==> config.mk <==
export PLATFORM = sky130hd
export DESIGN_NAME = elevator_call_ctrl
export DESIGN_NICKNAME = d
export VERILOG_FILES = /design/src/rtl/elevator_pkg.sv /design/src/rtl/elevator_sec_timer.sv /design/src/rtl/elevator_call_ctrl.sv
export SDC_FILE = /design/constraint.sdc
export NUM_CORES = 1
export LEC_CHECK = 0
export CAP_MARGIN = 0
export CORE_MARGIN = 8
export CORE_UTILIZATION = 51
export DETAILED_ROUTE_END_ITERATION = 12
export PLACE_DENSITY = 0.89
export REMOVE_ABC_BUFFERS = 1
export SLEW_MARGIN = 15
export SYNTH_ARGS = -nofsm -noshare
export SYNTH_HDL_FRONTEND = slang
export SYNTH_SLANG_ARGS = --single-unit
==> constraint.sdc <==
create_clock -name clk -period 2.4 [get_ports clk]
set_input_delay 0.72 -clock clk [delete_from_list [all_inputs] [get_ports clk]]
set_output_delay 0.72 -clock clk [all_outputs]
set_load 0.02 [all_outputs]
==> src/rtl/elevator_pkg.sv <==
// Shared types, constants and floor-selection helpers for the elevator call controller.
package elevator_pkg;

  localparam int NUM_FLOORS  = 4;
  localparam int FLOOR_W     = 2;
  localparam int CLK_W       = 4;
  localparam int DOOR_HOLD_S = 5;
  localparam int CLK_SAT     = 15;

  typedef logic [NUM_FLOORS-1:0] floor_mask_t;
  typedef logic [FLOOR_W-1:0]    floor_t;
  typedef logic [CLK_W-1:0]      sec_t;

  // next_stage encoding: {valid, floor[1:0]}
  localparam logic [2:0] NS_NONE  = 3'b000;
  localparam logic       NS_VALID = 1'b1;

  typedef enum logic [1:0] {
    ST_IDLE     = 2'd0,
    ST_DISPATCH = 2'd1,
    ST_RUN      = 2'd2,
    ST_DOOR     = 2'd3
  } state_t;

  // One-hot mask for a single floor.
  function automatic floor_mask_t floor_bit(input floor_t f);
    floor_bit = floor_mask_t'(1) << f;
  endfunction

  // Floors strictly above pos.
  function automatic floor_mask_t above_mask(input floor_t pos);
    floor_mask_t m;
    m = '0;
    for (int i = 0; i < NUM_FLOORS; i++) begin
      if (i > int'(pos)) m[i] = 1'b1;
    end
    above_mask = m;
  endfunction

  // Floors strictly below pos.
  function automatic floor_mask_t below_mask(input floor_t pos);
    floor_mask_t m;
    m = '0;
    for (int i = 0; i < NUM_FLOORS; i++) begin
      if (i < int'(pos)) m[i] = 1'b1;
    end
    below_mask = m;
  endfunction

  // Nearest pending floor in the travel direction, else nearest in the
  // opposite direction, else NS_NONE. The current floor is never offered.
  function automatic logic [2:0] pick_next(input floor_mask_t pend,
                                           input floor_t      pos,
                                           input logic        dir_up);
    floor_mask_t up_m;
    floor_mask_t dn_m;
    logic [2:0]  up_pick;
    logic [2:0]  dn_pick;
    up_m    = pend & above_mask(pos);
    dn_m    = pend & below_mask(pos);
    up_pick = NS_NONE;
    dn_pick = NS_NONE;
    // Descending scan: the last hit is the lowest floor above.
    for (int i = NUM_FLOORS - 1; i >= 0; i--) begin
      if (up_m[i]) up_pick = {NS_VALID, floor_t'(i)};
    end
    // Ascending scan: the last hit is the highest floor below.
    for (int i = 0; i < NUM_FLOORS; i++) begin
      if (dn_m[i]) dn_pick = {NS_VALID, floor_t'(i)};
    end
    if (dir_up) pick_next = up_pick[2] ? up_pick : dn_pick;
    else        pick_next = dn_pick[2] ? dn_pick : up_pick;
  endfunction

endpackage

==> src/rtl/elevator_sec_timer.sv <==
// Door-hold second counter with its reset_clock handshake.
module elevator_sec_timer
  import elevator_pkg::*;
(
  input  logic clk,
  input  logic reset,
  input  logic tick_1s,
  input  logic reset_clock,
  output sec_t actual_clock,
  output logic done_reset_clock
);

  // A request still high when reset releases must be seen low once before
  // it can be acknowledged again.
  logic armed;

  // Counter, acknowledge pulse and re-arm flag.
  always_ff @(posedge clk or negedge reset) begin
    if (!reset) begin
      actual_clock     <= '0;
      done_reset_clock <= 1'b0;
      armed            <= 1'b0;
    end else begin
      // NOTE: sequential state uses non-blocking assignments so every register samples pre-edge values.
      armed            <= armed | ~reset_clock;
      done_reset_clock <= reset_clock & armed & ~done_reset_clock;
      if (reset_clock) begin
        actual_clock <= '0;
      end else if (tick_1s && (actual_clock != sec_t'(CLK_SAT))) begin
        actual_clock <= actual_clock + 1'b1;
      end
    end
  end

endmodule

==> src/rtl/elevator_call_ctrl.sv <==
// Elevator call controller: latches floor calls, dispatches the car, answers
// the car FSM handshakes and offers the next floor while the door is open.
module elevator_call_ctrl
  import elevator_pkg::*;
(
  input  logic                  clk,
  input  logic                  reset,
  input  logic                  tick_1s,
  input  logic [NUM_FLOORS-1:0] call_btn,
  input  logic                  STOP,
  input  logic                  Delay,
  input  logic                  FR_Delay,
  input  logic                  reset_clock,
  input  logic                  UD_Answer,
  input  logic [FLOOR_W-1:0]    Actual_Stage,
  input  logic [2:0]            Solicitud_stage,
  output logic [2:0]            next_stage,
  output logic                  OC_Request,
  output logic                  UD_Request,
  output logic                  NO_STOP,
  output logic                  DoneDelay,
  output logic                  DoneFRDelay,
  output logic                  DoneResetClock,
  output logic [CLK_W-1:0]      actual_clock,
  output logic [NUM_FLOORS-1:0] pending
);

  state_t      state, state_nxt;
  floor_t      position, target;
  logic        dir_up, target_valid;
  floor_mask_t btn_q;
  logic        delay_armed, fr_armed, fr_hold;

  floor_mask_t rise, pend_eff, clr_mask, pending_nxt;
  logic        delay_acc, fr_acc, arrive, idle_go, idle_up, door_leave;

  elevator_sec_timer u_sec_timer (
    .clk              (clk),
    .reset            (reset),
    .tick_1s          (tick_1s),
    .reset_clock      (reset_clock),
    .actual_clock     (actual_clock),
    .done_reset_clock (DoneResetClock)
  );

  assign rise      = call_btn & ~btn_q;
  // A call arriving on this edge already counts for the IDLE dispatch decision.
  assign pend_eff  = pending | rise;
  assign delay_acc = Delay & delay_armed & ~DoneDelay;
  assign fr_acc    = FR_Delay & fr_armed & ~DoneFRDelay;
  assign arrive    = delay_acc &
                     (pending[Actual_Stage] | (target_valid & (target == Actual_Stage)));
  assign idle_go   = STOP & (|(pend_eff & ~floor_bit(position)));
  assign idle_up   = |(pend_eff & above_mask(position));
  assign door_leave = target_valid & (actual_clock >= sec_t'(DOOR_HOLD_S));

  // State register.
  always_ff @(posedge clk or negedge reset) begin
    if (!reset) state <= ST_IDLE;
    else        state <= state_nxt;
  end

  // Next-state decode and Moore outputs.
  always_comb begin
    // NOTE: every output of this block gets a default first so no latch is inferred.
    state_nxt  = state;
    OC_Request = 1'b0;
    NO_STOP    = 1'b0;
    next_stage = NS_NONE;
    case (state)
      ST_IDLE: begin
        if (idle_go) state_nxt = ST_DISPATCH;
      end
      ST_DISPATCH: begin
        NO_STOP = 1'b1;
        if (!STOP) state_nxt = ST_RUN;
      end
      ST_RUN: begin
        if (STOP)        state_nxt = ST_IDLE;
        else if (arrive) state_nxt = ST_DOOR;
      end
      ST_DOOR: begin
        OC_Request = 1'b1;
        if (!fr_hold) next_stage = pick_next(pending, position, dir_up);
        if (STOP)            state_nxt = ST_IDLE;
        else if (door_leave) state_nxt = ST_RUN;
      end
      default: state_nxt = ST_IDLE;
    endcase
  end

  // Which pending bit is being served this cycle.
  always_comb begin
    clr_mask = '0;
    case (state)
      ST_IDLE: clr_mask = floor_bit(position);
      ST_RUN:  if (state_nxt == ST_DOOR) clr_mask = floor_bit(Actual_Stage);
      ST_DOOR: clr_mask = floor_bit(position);
      default: clr_mask = '0;
    endcase
    // With the door open at floor i a fresh call to i is already served, so
    // the clear wins there; everywhere else a new call must not be lost.
    if (state == ST_DOOR) pending_nxt = pend_eff & ~clr_mask;
    else                  pending_nxt = (pending & ~clr_mask) | rise;
  end

  // Call latching, handshake acknowledges and captured car context.
  always_ff @(posedge clk or negedge reset) begin
    if (!reset) begin
      btn_q        <= '0;
      pending      <= '0;
      position     <= '0;
      dir_up       <= 1'b1;
      target       <= '0;
      target_valid <= 1'b0;
      UD_Request   <= 1'b0;
      DoneDelay    <= 1'b0;
      DoneFRDelay  <= 1'b0;
      delay_armed  <= 1'b0;
      fr_armed     <= 1'b0;
      fr_hold      <= 1'b0;
    end else begin
      btn_q       <= call_btn;
      pending     <= pending_nxt;
      delay_armed <= delay_armed | ~Delay;
      fr_armed    <= fr_armed | ~FR_Delay;
      DoneDelay   <= delay_acc;
      DoneFRDelay <= fr_acc;
      if (delay_acc) begin
        position <= Actual_Stage;
        dir_up   <= UD_Answer;
      end
      if ((state == ST_IDLE) && idle_go) UD_Request <= idle_up;
      if ((state == ST_RUN) && (state_nxt == ST_DOOR)) target_valid <= 1'b0;
      if (fr_acc && Solicitud_stage[2]) begin
        target       <= Solicitud_stage[FLOOR_W-1:0];
        target_valid <= 1'b1;
      end
      // Once the car FSM has taken an offer, stop offering until the door visit ends.
      fr_hold <= (state_nxt == ST_DOOR) & (fr_hold | ((state == ST_DOOR) & fr_acc));
    end
  end

endmodule

==> flow_summary.ini <==
[outcome]
status = completed

[timing]
final-hold-violation-count = 0
timing.final.crit_share_pct = 99.1
finalMaxSlewViolations = 0
period_needed_ps = 2380
setup-tns-final_ps = 0
hold_slack_ps = 450
clock_skew_ps = 5.32
worst_slew_pin_slew_ps = 341
max_slew_margin_pct = 77.1
setup_viol = 0
timing.fmax_ghz = 0.421
rsz0062_at_grt = true

[die]
die_area_mm2 = 0.00538
ios = 34
initial_core_util_pct = 51.5
dieWidth_um = 73.4
core.rowCount = 21
die_y_um = 73.4
placeableCoreArea_mm2 = 0.00326

[global_routing]
overflow = 0
grt_max_degree = 29
first_global_vias = 1608
gr-usage-all-layers_pct = 17.0
antenna_found_initial = 0
grt_pass1_wl_um = 7150

[power]
seq_power_share_pct = 32.7
power_density_mw_per_mm2 = 871
power_leakage_uw = 0.00102
netSwitchingPower_uw = 849
p_clk_share_pct = 9.6
swShare_pct = 41.8
ir_worst_vdd_v = 0.000478
intPower_uw = 1180
p_comb_share_pct = 57.8

[finish]
final_common_cell = buf_4
final_cells = 291
areaGrowthSynthToFinish_pct = 38.7
final_cell_mix = buf_4 (37), nor2_1 (27), clkdlybuf4s50_1 (27)
fin_nets = 271
diodes = 0
drive_above_1_share_pct = 24.9

[route]
wl_per_cell_um = 14.8
drtPass1Iterations = 4
drtIter0Drc = 67
wl_um = 4320
ant_nets = 0
vias_per_cell = 5.46
vias = 1590
drc = 0

[critical_path]
endpoint = next_stage[2]
r2r_setup_slack_ps = 210
start_kind = flip-flop
cp-startpoint = position[1]
critPathMaxFanout = 5
r2r_cells = 8
critPathArrivalTime_ps = 1660
rr_startpoint = pending[3]
reg2reg_to = fr_hold
critical_path.endpoint_type = output port
critical_path_required_ps = 1680
crit_type = reg -> out

[synthesis]
ys_seq_area_share_pct = 41.8
ys_ff_latch = 28
syn_inst = 180
synth_cell_types = 47
synth_edf_count = 0
synth_async_sr_flop_share_pct = 100
syn_area_mm2 = 0.00168
syn_avg_cell_area_um2 = 9.33
ys.warnings.count = 0
synthFlopType = dfrtp_1

[flow_run]
drv_cap = 0

[cts]
cts_htree_levels = 1
clk_latency_ps = 320
postCtsHoldBufs = 0
path_clk_slew_ps = 140
cts-root-buf = clkbuf_4
cts_tree = done
clock_sinks = 28
cts_max_path_buffers = 2
cts_made_buffers = 3

[worst_hold_path]
hold_path_class = reg -> reg

[placed_design]
place.gp.congestion = 0.933
place_inst = 282
place_hpwl_um = 3380
numPortBuffers = 33
[timing repair]
action	in CTS	in global routing
endpoints found under the setup margin	11	9
setup buffers	3	2
pin swaps	3	3
resized for setup	15	15
gates cloned	0	0
[kinds of logic after synthesis]
kind of cell	after synthesis	share of synthesized area, %
and+or+nand+nor	76	22.5
adders and majority gates	8	5.96
muxes	7	5.59
DFF	28	41.8
xor gates and xnor gates	5	2.61
AOI/OAI and AO/OA	40	17.4
buffers and inverters	16	4.17
[cell type report]
class / count / area [um^2]
Fill cell: 284 / 928
Multi-Input combinational cell: 136 / 923
Sequential cell: 28 / 706
Timing Repair Buffer: 68 / 583
Tap cell: 46 / 57.6
Inverter: 9 / 33.8
Clock buffer: 4 / 26.3
[cell usage after synthesis, types with 4 or more instances]
master	n	area, um^2
nor3_1	6	30.0
a21oi_1	11	55.1
mux2_2	6	67.6
ha_1	8	100
dfrtp_1	27	676
xnor2_1	4	35.0
o21ai_0	6	30.0
nand2b_1	8	50.1
nor2_1	28	105
inv_1	9	33.8
nand3_1	5	25.0
nand2_1	13	48.8
[layer usage]
| metal | wire length (um) | vias up | part of all wire (%) | track usage [%] |
|---|---|---|---|---|
| li1 | - | 767 | - | - |
| met1 | 1860 | 761 | 43 | 19.6 |
| met2 | 2090 | 51 | 48 | 28.4 |
| met3 | 265 | 11 | 6.1 | 3.96 |
| met4 | 111 | 0 | 2.6 | 9.31 |
| met5 | 0 | - | 0 | 0 |
[per-stage QoR]
step / total power, uW / cell area [um^2] / setup slack (ps) / utilization [%]
after global placement: 1750 / 2260 / -381 / 69.2
after floorplan: 1290 / 1640 / 127 / -
final: 2030 / 2330 / 22.8 / 71.5
after CTS: 1980 / 2290 / -129 / 70.3
after detailed placement: 1790 / 2260 / -408 / 69.2
after global routing: 2180 / 2330 / -39.3 / 71.5
[flip-flops by register name, indices dropped and copies added, names as in the netlist]
signal                        cells
u_sec_timer.armed                 1
position                          2
u_sec_timer.done_reset_clock      1
state                             2
fr_armed                          1
target_valid                      1
delay_armed                       1
DoneDelay                         1
DoneFRDelay                       1
UD_Request                        1
fr_hold                           1
pending                           4
btn_q                             4
dir_up                            1
target                            2
u_sec_timer.actual_clock          4
[worst max-delay path: stages, from the launching register on]
cell      delay (ps)
dfrtp_2          440
buf_4            130
nor3_1            40
o21ai_1          190
o31ai_2          100
a211oi_1         230
buf_2            200
[power groups by stage]
stage          logic, uW  registers, uW  clock network [uW]
2_1_floorplan        579            710                   0
3_3_place_gp        1090            666                   0
3_5_place_dp        1120            670                   0
4_1_cts             1120            660                 203
5_1_grt             1280            680                 220
6_report            1170            664                 194
[worst min-delay path by stage]
stage | startpoint | endpoint | cells after the start
3_5_place_dp | u_sec_timer.done_reset_clock | u_sec_timer.done_reset_clock | 1
3_3_place_gp | u_sec_timer.done_reset_clock | u_sec_timer.done_reset_clock | 1
5_1_grt | u_sec_timer.done_reset_clock | u_sec_timer.done_reset_clock | 1
4_1_cts | u_sec_timer.done_reset_clock | u_sec_timer.done_reset_clock | 1
2_1_floorplan | reset | DoneDelay | 0
6_report | u_sec_timer.done_reset_clock | u_sec_timer.done_reset_clock | 1
(Power assumes the default switching activity.)
